### config.mk
export PLATFORM = sky130hd
export DESIGN_NAME = move_sequencer_flat
export DESIGN_NICKNAME = d
export VERILOG_FILES = /design/src/rtl/move_sequencer_pkg.sv /design/src/rtl/move_sequencer_if.sv /design/src/rtl/move_sequencer_line_checker.sv /design/src/rtl/move_sequencer.sv /design/src/flat_wrapper.sv
export SDC_FILE = /design/constraint.sdc
export NUM_CORES = 1
export LEC_CHECK = 0
export ABC_AREA = 0
export CAP_MARGIN = 20
export CORE_ASPECT_RATIO = 1.75
export CORE_MARGIN = 4
export CORE_UTILIZATION = 30
export DETAILED_ROUTE_END_ITERATION = 12
export GPL_ROUTABILITY_DRIVEN = 0
export HOLD_SLACK_MARGIN = 0.12
export PLACE_DENSITY = 0.64
export SLEW_MARGIN = 20
export SYNTH_ARGS = -nofsm -noshare
export SYNTH_HDL_FRONTEND = slang
export SYNTH_HIERARCHICAL = 1
export SYNTH_SLANG_ARGS = --single-unit
export TNS_END_PERCENT = 10
### constraint.sdc
create_clock -name clk -period 3.31 [get_ports clk]
set_clock_uncertainty 0.15 [all_clocks]
set_input_delay 0.662 -clock clk [delete_from_list [all_inputs] [get_ports clk]]
set_output_delay 0.662 -clock clk [all_outputs]
set_load 0.05 [all_outputs]
### src/rtl/move_sequencer_pkg.sv
// move_sequencer_pkg: shared definitions for the Connect-4 move sequencer.
//   - game_status_t : game status encodings driven on game_status
//   - S_*           : FSM state encodings
//   - LINE_CELLS    : cell indices of the 10 winning lines on the 4x4 board
//                     (cell = row*4 + col, row 0 at the bottom)
//   - NO_WIN        : win_line value when no line has been found
package move_sequencer_pkg;

  typedef enum logic [1:0] {
    ST_PLAYING = 2'b00,
    ST_P1_WIN  = 2'b01,
    ST_P2_WIN  = 2'b10,
    ST_DRAW    = 2'b11
  } game_status_t;

  localparam logic [2:0] S_IDLE    = 3'd0;
  localparam logic [2:0] S_CHECK   = 3'd1;
  localparam logic [2:0] S_ISSUE   = 3'd2;
  localparam logic [2:0] S_WAIT    = 3'd3;
  localparam logic [2:0] S_SCAN    = 3'd4;
  localparam logic [2:0] S_RESOLVE = 3'd5;
  localparam logic [2:0] S_OVER    = 3'd6;

  localparam int NUM_LINES = 10;
  localparam logic [3:0] NO_WIN = 4'hF;

  // Lines 0-3: rows, 4-7: columns, 8: diagonal, 9: anti-diagonal.
  localparam logic [3:0] LINE_CELLS [NUM_LINES][4] = '{
    '{4'd0,  4'd1,  4'd2,  4'd3 },
    '{4'd4,  4'd5,  4'd6,  4'd7 },
    '{4'd8,  4'd9,  4'd10, 4'd11},
    '{4'd12, 4'd13, 4'd14, 4'd15},
    '{4'd0,  4'd4,  4'd8,  4'd12},
    '{4'd1,  4'd5,  4'd9,  4'd13},
    '{4'd2,  4'd6,  4'd10, 4'd14},
    '{4'd3,  4'd7,  4'd11, 4'd15},
    '{4'd0,  4'd5,  4'd10, 4'd15},
    '{4'd3,  4'd6,  4'd9,  4'd12}
  };

endpackage

### src/rtl/move_sequencer_if.sv
// move_sequencer_if: move request handshake between the player input logic
// (master) and the move sequencer (slave).
//   move_valid  : move request valid (master -> slave)
//   move_column : requested column 0-3 (master -> slave)
//   move_ready  : sequencer can accept a move (slave -> master)
//   move_reject : one-cycle pulse, move refused (slave -> master)
//   move_done   : one-cycle pulse, move fully resolved (slave -> master)
interface move_sequencer_if;
  logic       move_valid;
  logic [1:0] move_column;
  logic       move_ready;
  logic       move_reject;
  logic       move_done;

  modport master (
    output move_valid, move_column,
    input  move_ready, move_reject, move_done
  );

  modport slave (
    input  move_valid, move_column,
    output move_ready, move_reject, move_done
  );
endinterface

### src/rtl/move_sequencer_line_checker.sv
// move_sequencer_line_checker: combinational test of one winning line.
//   line          : line index 0-9 (other values never hit)
//   gameboard     : cell occupancy, 1 = occupied
//   players_cells : cell owner, 0 = P1, 1 = P2
//   player        : player whose win is being tested
//   hit           : all four cells of the line occupied and owned by player
module move_sequencer_line_checker
  import move_sequencer_pkg::*;
(
  input  logic [3:0]  line,
  input  logic [15:0] gameboard,
  input  logic [15:0] players_cells,
  input  logic        player,
  output logic        hit
);

  logic [NUM_LINES-1:0] hit_vec;

  // Every line is evaluated in parallel from constant cell indices; the
  // line index then only drives a 10:1 bit select.
  for (genvar gi = 0; gi < NUM_LINES; gi++) begin : g_line
    logic [3:0] occ;
    logic [3:0] own;
    for (genvar gk = 0; gk < 4; gk++) begin : g_cell
      assign occ[gk] = gameboard[LINE_CELLS[gi][gk]];
      assign own[gk] = players_cells[LINE_CELLS[gi][gk]];
    end
    assign hit_vec[gi] = (&occ) && (own == {4{player}});
  end

  assign hit = (line < 4'(NUM_LINES)) ? hit_vec[line] : 1'b0;

endmodule

### src/rtl/move_sequencer.sv
// move_sequencer: sequences one Connect-4 move on the 4x4 board.
//   clk           : system clock, rising edge
//   reset         : asynchronous active-low reset
//   mv            : move request handshake (slave side)
//   new_game      : game clear request, honoured in IDLE and OVER
//   gameboard     : occupancy from the selector
//   players_cells : cell ownership from the selector
//   sel_enable    : one-cycle enable to the column calculator/selector
//   sel_column    : requested column, zero-extended, stable ISSUE..WAIT
//   board_clear   : one-cycle pulse clearing the selector board
//   player_turn   : player to move, 0 = P1, 1 = P2
//   game_status   : 00 playing, 01 P1 won, 10 P2 won, 11 draw
//   busy          : high in every state except IDLE and OVER
//   win_line      : index of the winning line, 4'hF when none
module move_sequencer
  import move_sequencer_pkg::*;
#(
  parameter int SETTLE_CYCLES = 2
) (
  input  logic                 clk,
  input  logic                 reset,
  move_sequencer_if.slave      mv,
  input  logic                 new_game,
  input  logic [15:0]          gameboard,
  input  logic [15:0]          players_cells,
  output logic                 sel_enable,
  output logic [3:0]           sel_column,
  output logic                 board_clear,
  output logic                 player_turn,
  output logic [1:0]           game_status,
  output logic                 busy,
  output logic [3:0]           win_line
);

  logic [2:0]   state_reg;
  logic [1:0]   col_reg;
  logic [3:0]   cnt_reg;
  logic [3:0]   win_line_reg;
  logic         turn_reg;
  game_status_t status_reg;
  logic         board_clear_reg;
  logic         over_reject_reg;
  logic         line_hit;

  // The scan counter doubles as the line index, so one checker covers all lines.
  move_sequencer_line_checker u_line_checker (
    .line          (cnt_reg),
    .gameboard     (gameboard),
    .players_cells (players_cells),
    .player        (turn_reg),
    .hit           (line_hit)
  );

  always_ff @(posedge clk or negedge reset) begin
    if (!reset) begin
      state_reg       <= S_IDLE;
      col_reg         <= 2'd0;
      cnt_reg         <= 4'd0;
      win_line_reg    <= NO_WIN;
      turn_reg        <= 1'b0;
      status_reg      <= ST_PLAYING;
      board_clear_reg <= 1'b0;
      over_reject_reg <= 1'b0;
    end else begin
      board_clear_reg <= 1'b0;
      over_reject_reg <= 1'b0;
      case (state_reg)
        S_IDLE: begin
          // new_game has priority over a simultaneous move request.
          if (new_game) begin
            board_clear_reg <= 1'b1;
            status_reg      <= ST_PLAYING;
            turn_reg        <= 1'b0;
            win_line_reg    <= NO_WIN;
          end else if (mv.move_valid) begin
            col_reg      <= mv.move_column;
            win_line_reg <= NO_WIN;
            state_reg    <= S_CHECK;
          end
        end
        S_CHECK: begin
          // Top-row cell of the column is 12 + col.
          if (gameboard[{2'b11, col_reg}]) state_reg <= S_IDLE;
          else                             state_reg <= S_ISSUE;
        end
        S_ISSUE: begin
          cnt_reg   <= 4'd0;
          state_reg <= S_WAIT;
        end
        S_WAIT: begin
          if (cnt_reg == 4'(SETTLE_CYCLES - 1)) begin
            cnt_reg   <= 4'd0;
            state_reg <= S_SCAN;
          end else begin
            cnt_reg <= cnt_reg + 4'd1;
          end
        end
        S_SCAN: begin
          // Keep only the first hit; the scan always runs all lines.
          if (line_hit && (win_line_reg == NO_WIN)) win_line_reg <= cnt_reg;
          if (cnt_reg == 4'(NUM_LINES - 1)) begin
            cnt_reg   <= 4'd0;
            state_reg <= S_RESOLVE;
          end else begin
            cnt_reg <= cnt_reg + 4'd1;
          end
        end
        S_RESOLVE: begin
          if (win_line_reg != NO_WIN) begin
            status_reg <= turn_reg ? ST_P2_WIN : ST_P1_WIN;
            state_reg  <= S_OVER;
          end else if (&gameboard) begin
            status_reg <= ST_DRAW;
            state_reg  <= S_OVER;
          end else begin
            turn_reg  <= ~turn_reg;
            state_reg <= S_IDLE;
          end
        end
        S_OVER: begin
          if (new_game) begin
            board_clear_reg <= 1'b1;
            status_reg      <= ST_PLAYING;
            turn_reg        <= 1'b0;
            win_line_reg    <= NO_WIN;
            state_reg       <= S_IDLE;
          end else if (mv.move_valid) begin
            over_reject_reg <= 1'b1;
          end
        end
        default: state_reg <= S_IDLE;
      endcase
    end
  end

  assign mv.move_ready  = (state_reg == S_IDLE);
  assign mv.move_reject = ((state_reg == S_CHECK) && gameboard[{2'b11, col_reg}])
                          || over_reject_reg;
  assign mv.move_done   = (state_reg == S_RESOLVE);
  assign sel_enable     = (state_reg == S_ISSUE);
  assign sel_column     = {2'b00, col_reg};
  assign board_clear    = board_clear_reg;
  assign player_turn    = turn_reg;
  assign game_status    = status_reg;
  assign busy           = (state_reg != S_IDLE) && (state_reg != S_OVER);
  assign win_line       = win_line_reg;

endmodule
### src/flat_wrapper.sv
// flat-port wrapper written by rule: the top's interface ports become plain ports
module move_sequencer_flat import move_sequencer_pkg::*;
#(
  parameter int SETTLE_CYCLES = 2
)
  (clk, reset, new_game, gameboard, players_cells, sel_enable, sel_column, board_clear, player_turn, game_status, busy, win_line, mv_move_valid, mv_move_column, mv_move_ready, mv_move_reject, mv_move_done);
  move_sequencer_if mv_i ();
  input  logic clk;
  input  logic reset;
  input  logic new_game;
  input  logic [15:0] gameboard;
  input  logic [15:0] players_cells;
  output logic sel_enable;
  output logic [3:0] sel_column;
  output logic board_clear;
  output logic player_turn;
  output logic [1:0] game_status;
  output logic busy;
  output logic [3:0] win_line;
  input wire logic [$bits(mv_i.move_valid)-1:0] mv_move_valid;
  input wire logic [$bits(mv_i.move_column)-1:0] mv_move_column;
  output wire logic [$bits(mv_i.move_ready)-1:0] mv_move_ready;
  output wire logic [$bits(mv_i.move_reject)-1:0] mv_move_reject;
  output wire logic [$bits(mv_i.move_done)-1:0] mv_move_done;
  assign mv_i.move_valid = mv_move_valid;
  assign mv_i.move_column = mv_move_column;
  assign mv_move_ready = mv_i.move_ready;
  assign mv_move_reject = mv_i.move_reject;
  assign mv_move_done = mv_i.move_done;
  move_sequencer #(.SETTLE_CYCLES(SETTLE_CYCLES)) u_core (.clk(clk), .reset(reset), .mv(mv_i), .new_game(new_game), .gameboard(gameboard), .players_cells(players_cells), .sel_enable(sel_enable), .sel_column(sel_column), .board_clear(board_clear), .player_turn(player_turn), .game_status(game_status), .busy(busy), .win_line(win_line));
endmodule
==> After elaboration in Yosys (flattened, before gate mapping) <==
Cells that the tools add are included.
{ "totals": {"register_bits": 18, "inputBits": 38, "out_inout_bits": 17, "word_cells": 118} }
{ "op_classes": {"addsub": 1, "n_lt_le_gt_ge": 3, "eq_ne": 32, "muxes": 36, "bitwise": 2, "n_reduce_logical": 36} }
{ "op_table": {"columns": ["op", "n"], "rows": [
  ["$reduce_and 4->1", 12],
  ["$eq 4x4->1", 10],
  ["$mux 4", 6],
  ["$pmux 4 s3", 2],
  ["$mux 3", 7],
  ["$pmux 3 s7", 1],
  ["$reduce_and 16->1", 1],
  ["$logic_and 1x1->1", 13],
  ["$mux 1", 11],
  ["$lt 4x5->1 const B", 2],
  ["$mux 2", 5],
  ["$ne 2x2->1 const B", 5],
  ["$eq 3x3->1 const B", 3],
  ["$reduce_bool 3->1", 3],
  ["$eq 4x4->1 const B", 2],
  ["$ne 2x1->1 const B", 4],
  ["$eq 3x2->1 const B", 2],
  ["$ne 3x3->1 const B", 2],
  ["$reduce_and 3->1", 2],
  ["$reduce_and 5->1", 1],
  ["$add 4x1->4 const B", 1],
  ["$bmux 1 s4", 1],
  ["$eq 4x1->1 const B", 1],
  ["$lt 4x4->1 const B", 1],
  ["11 further kinds", 12]
]} }

==> Logic depth before layout (Yosys ltp) <==
{ "logic_depth": {"word_depth": 8, "mapped_depth": 9, "mapped_depth_nobuf": 8} }

==> Hierarchy <==
Netlist, hierarchy kept.
{ "modules_own_cells": {"columns": ["module", "instances", "cells_each", "area_per_inst_um2", "seq_area_each_um2"], "rows": [
  ["move_sequencer", 1, 104, 1074.8, 455.4],
  ["move_sequencer_line_checker", 1, 66, 417.9, 0.0]
]} }

==> Worst setup path after synthesis <==
No wires, ideal clock.
{ "synth_timing": {"path_type": "register to register", "from": "reg u_core.turn_reg (netlist: u_core/player_turn)", "to": "reg u_core.win_line_reg[0] (netlist: u_core/win_line[0])", "setup_ns": 0.082, "t_arrival_ns": 2.848, "t_required_ns": 3.078, "setup_slack_ns": 0.229, "path_stages_with_launch": 9, "n_path_buf": 0, "period_less_slack_ns": 3.081, "cell_sequence": "dfrtp_1 > or2_0 > or4_1 > a2111oi_2 > nor3_1 > a32oi_1 > nand2_2 > a2111oi_4 > mux2_2"} }
{ "synth_via": {"elab_chain_len": 8, "elab_cells_between_ends": 26, "classes_between": "eq/ne: 11; mux: 3; reduce/logical: 12"} }
{ "synth_lines": {"columns": ["item", "line", "text"], "rows": [
  ["from (decl)", "move_sequencer.sv:39", "logic turn_reg;"],
  ["from (signal assigned)", "move_sequencer.sv:116", "turn_reg <= ~turn_reg;"],
  ["$eq 4x4->1", "move_sequencer_line_checker.sv:28", "assign hit_vec[gi] = (&occ) && (own == {4{player}});"],
  ["$logic_and 1x1->1", "move_sequencer_line_checker.sv:28", null],
  ["$bmux 1 s4 *", "move_sequencer_line_checker.sv:31", "assign hit = (line < 4'(NUM_LINES)) ? hit_vec[line] : 1'b0;"],
  ["$mux 1 (implied by the code) *", "move_sequencer_line_checker.sv:31", null],
  ["$mux 1 *", "move_sequencer_line_checker.sv:31", null],
  ["net u_core.line_hit", "move_sequencer.sv:43", "logic line_hit;"],
  ["$logic_and 1x1->1 *", "move_sequencer.sv:100", "if (line_hit && (win_line_reg == NO_WIN)) win_line_reg <= cnt_reg;"],
  ["$ne 2x1->1 (no source line) *", null, null],
  ["$reduce_and 4->1 (no source line) *", null, null],
  ["to (signal assigned)", "move_sequencer.sv:100", null],
  ["to (decl)", "move_sequencer.sv:38", "logic [3:0] win_line_reg;"]
]} }
Mark *: on every way through the listed nets, which the timed path passes. The rest lies on a longest branch. The select of a mux whose other input is x is not followed.
A chain may end at the register's enable or synchronous reset.

==> Worst setup path after layout <==
{ "layout_timing": {"from": "in players_cells[5]", "to": "reg u_core.win_line_reg[3] (netlist: u_core/win_line[3])"} }
{ "layout_via": {"elab_chain_len": 8, "elab_cells_between_ends": 12, "classes_between": "eq/ne: 4; mux: 3; reduce/logical: 5"} }
{ "layout_lines": {"columns": ["item", "line", "text"], "rows": [
  ["from (decl)", "flat_wrapper.sv:12", "input logic [15:0] players_cells;"],
  ["$eq 4x4->1", "move_sequencer_line_checker.sv:28", null],
  ["$logic_and 1x1->1", "move_sequencer_line_checker.sv:28", null],
  ["$bmux 1 s4 *", "move_sequencer_line_checker.sv:31", null],
  ["$mux 1 (implied by the code) *", "move_sequencer_line_checker.sv:31", null],
  ["$mux 1 *", "move_sequencer_line_checker.sv:31", null],
  ["net u_core.line_hit", "move_sequencer.sv:43", null],
  ["$logic_and 1x1->1 *", "move_sequencer.sv:100", null],
  ["$ne 2x1->1 (no source line) *", null, null],
  ["$reduce_and 4->1 (no source line) *", null, null]
]} }
Marks and branches as above.

==> summary.txt <==
Critical path
  – CP startpoint kind: input port
  – Worst setup EP type: flip-flop
  – CP Class: input port to flip-flop
  – Crit path required time: 3.34 ns
  – Crit Path Max Fanout: 4
  – CP arrival: 3.29 ns
  – R2r setup slk: 0.15 ns

Clock network
  – Maximum clock insertion buffer count: 2
  – Hold_buf cts: 0
  – H-Tree Level Count: 1
  – CTS Buf Count: 3
  – CTS tree: yes
  – Clk Latency, worst-skew pair: ~0.25 ns
  – Reg clk slew, reported paths: approximately 0.060 ns
  – Clock tree root buffer cell: clkbuf_8
  – Clock Sinks: 18

Floorplan
  – Num rows: 33
  – Die area: roughly 6200 sq um
  – Initial Utilization: between 30% and 40%
  – I/O Pins: 55
  – Core box area: 4750 sq um
  – Die height: a little over 100 um
  – Chip width: 61.3 um

Timing
  – Final period utilization: between 90% and 100%
  – Final setup viols: 0
  – Final Hold Viols: 0
  – Hold WS: between 0.3 and 0.4 ns
  – Min Tclk post-route: around 3.3 ns
  – Slew margin rel.: ~45%
  – Fmax: between 300 and 400 MHz
  – Worst-Margin Slew: slightly above 0.8 ns
  – Worst Setup Slack, final: 0.0460 ns
  – Setup TNS: 0 ns
  – Max Slew Vio Count: 0

Finish
  – Final instance area: approximately 2300 sq um
  – P&R area growth vs syn: 52.9%
  – Sequential cell area: about 460 sq um
  – Final core utilization: 48.1%
  – Multi-input gate area: ~1000 sq um
  – ANT cells: 0
  – Layout cell share with drive strength beyond 1: about 19%
  – Nets: 280
  – Filler cell count: 473

Yosys
  – Ys Warns: 6
  – Top post-synthesis cells by area: dfrtp_1 23%, dfstp_2 7.0%, nand4_1 5.9%
  – #FFs+latches synth: 18
  – EDFF count, synth: 0
  – Sequential fraction of the synthesis area: a little under a third
  – Synth Flop Type: dfrtp_1
  – Synth unique cells: 59
  – Synth top area share: 23.5%
  – FFs w/ async S/R, synth: 100%
  – Post-synthesis cell count: between 150 and 200
  – Yosys top cell by area: dfrtp_1
  – Synth cell count leaders: 14 x dfrtp_1, 14 x nand4_1, 13 x nand3_1, 10 x nand2_1
  – Mapped Avg Cell Area: between 8 and 9 sq um
  – Synthesized cell area: roughly 1500 sq um

Global route
  – Vias in the first global route: 1820
  – Overflow after GRT: 0
  – Pin count of the biggest net entering global routing: 19
  – Tot GR Track Use: about a fifth
  – Antenna violations before repair: 0
  – First-pass GRT wire length: between 8000 and 9000 um

Status
  – Run status: complete, no violations

Power
  – Power density over the cells: between 700 and 800 nW/um^2
  – VDD IR max: 0.000435 V
  – LEAKAGE: approximately 0.00086 uW

Placed design
  – DP HPWL: 4470 um
  – Dpl ws: -0.328 ns
  – Post-placement cell area: 2170 sq um
  – I/O Buffers: 52

Job
  – Maxcap violations: 0

Routing
  – Via density: a little under 6
  – DR pass1 iterations: 4
  – Starting DRT DRC Count: 94
  – DR vias: 1710
  – Residual DRC: 0
  – Antenna-violating nets left: 0
  – Drt total wl: 5760 um
  – Routed wire per std cell: 19.8 um

Min path
  – Hold Crit Class: flip-flop to flip-flop
-- critical path: stages --
cell	delay, ns
clkdlybuf4s50_1	0.50
or4_1	0.57
a211oi_2	0.30
o21ai_0	0.13
a32oi_1	0.19
nand2_2	0.09
a2111oi_4	0.34
buf_4	0.19
mux2_2	0.33
-- per-stage QoR --
step,cells,power [uW]
floorplan,171,1170
global placement,285,1560
detailed placement,285,1560
CTS,289,1720
global route,291,1860
finish,291,1750
-- layout by cell type (no fill, tap or decap), types with 3 or more instances in the layout --
cell type / synthesis / layout
a211oi_2: 0 / 3
a21oi_1: 3 / 3
and2_1: 4 / 4
buf_4: 2 / 19
clkbuf_8: 0 / 3
clkdlybuf4s50_1: 0 / 48
dfrtp_1: 14 / 14
dfstp_2: 4 / 4
dlymetal6s2s_1: 0 / 3
inv_1: 6 / 6
mux2_2: 5 / 4
nand2_1: 10 / 10
nand2b_1: 5 / 5
nand3_1: 13 / 13
nand4_1: 14 / 14
nor2_1: 7 / 7
nor2b_1: 3 / 3
nor3_1: 5 / 4
nor4_1: 6 / 6
o21ai_0: 7 / 7
o2bb2ai_1: 3 / 3
or4_1: 6 / 5
-- final timing paths --
path	cells past startpoint	to	start
worst max-delay path	9	u_core/win_line[3]	players_cells[5]
worst min-delay path	1	u_core/game_status[1]	u_core/game_status[1]
worst max register to register	9	u_core/win_line[3]	u_core/player_turn
worst min register to register	1	u_core/game_status[1]	u_core/game_status[1]
max in group asynchronous	1	u_core/cnt_reg[1]	reset
min in group asynchronous	1	u_core/state_reg[2]	reset
-- power by group --
part	internal (uW)	switching (uW)
Clock	85.5	73.9
Combinational	466	672
Sequential	315	137
Total	867	883
-- cells by family after synthesis --
kind of cell    count (synthesis)  share of synthesized area [%]
xor+xnor                        2                           1.17
flops                          18                           30.5
buf+inv                        12                           3.69
simple gates                   89                           35.4
compound gates                 37                           20.0
other cells                     1                          0.251
mux                             9                           7.38
fa+ha+maj                       2                           1.68
-- area by class of cell --
class,instances,share of cell area [%]
sequential,18,20.0
inverter,6,0.987
tap,52,2.85
timing repair buffer,70,28.9
clock buffer,4,1.97
multi-input combinational,141,45.3
-- timing repair --
item	CTS	global route
setup buffers	0	2
pin swaps	3	7
endpoints found under the setup margin	4	4
resized for setup	0	13
-- routing by layer --
layer  up-vias  GRT usage, %  routed length [um]
met1       824          18.2                1990
met2        66          34.5                3190
li1        804             -                   -
met3        16          2.42                 327
met5         -             0                   0
met4         0          11.9                 244
(Power assumes the default switching activity.)
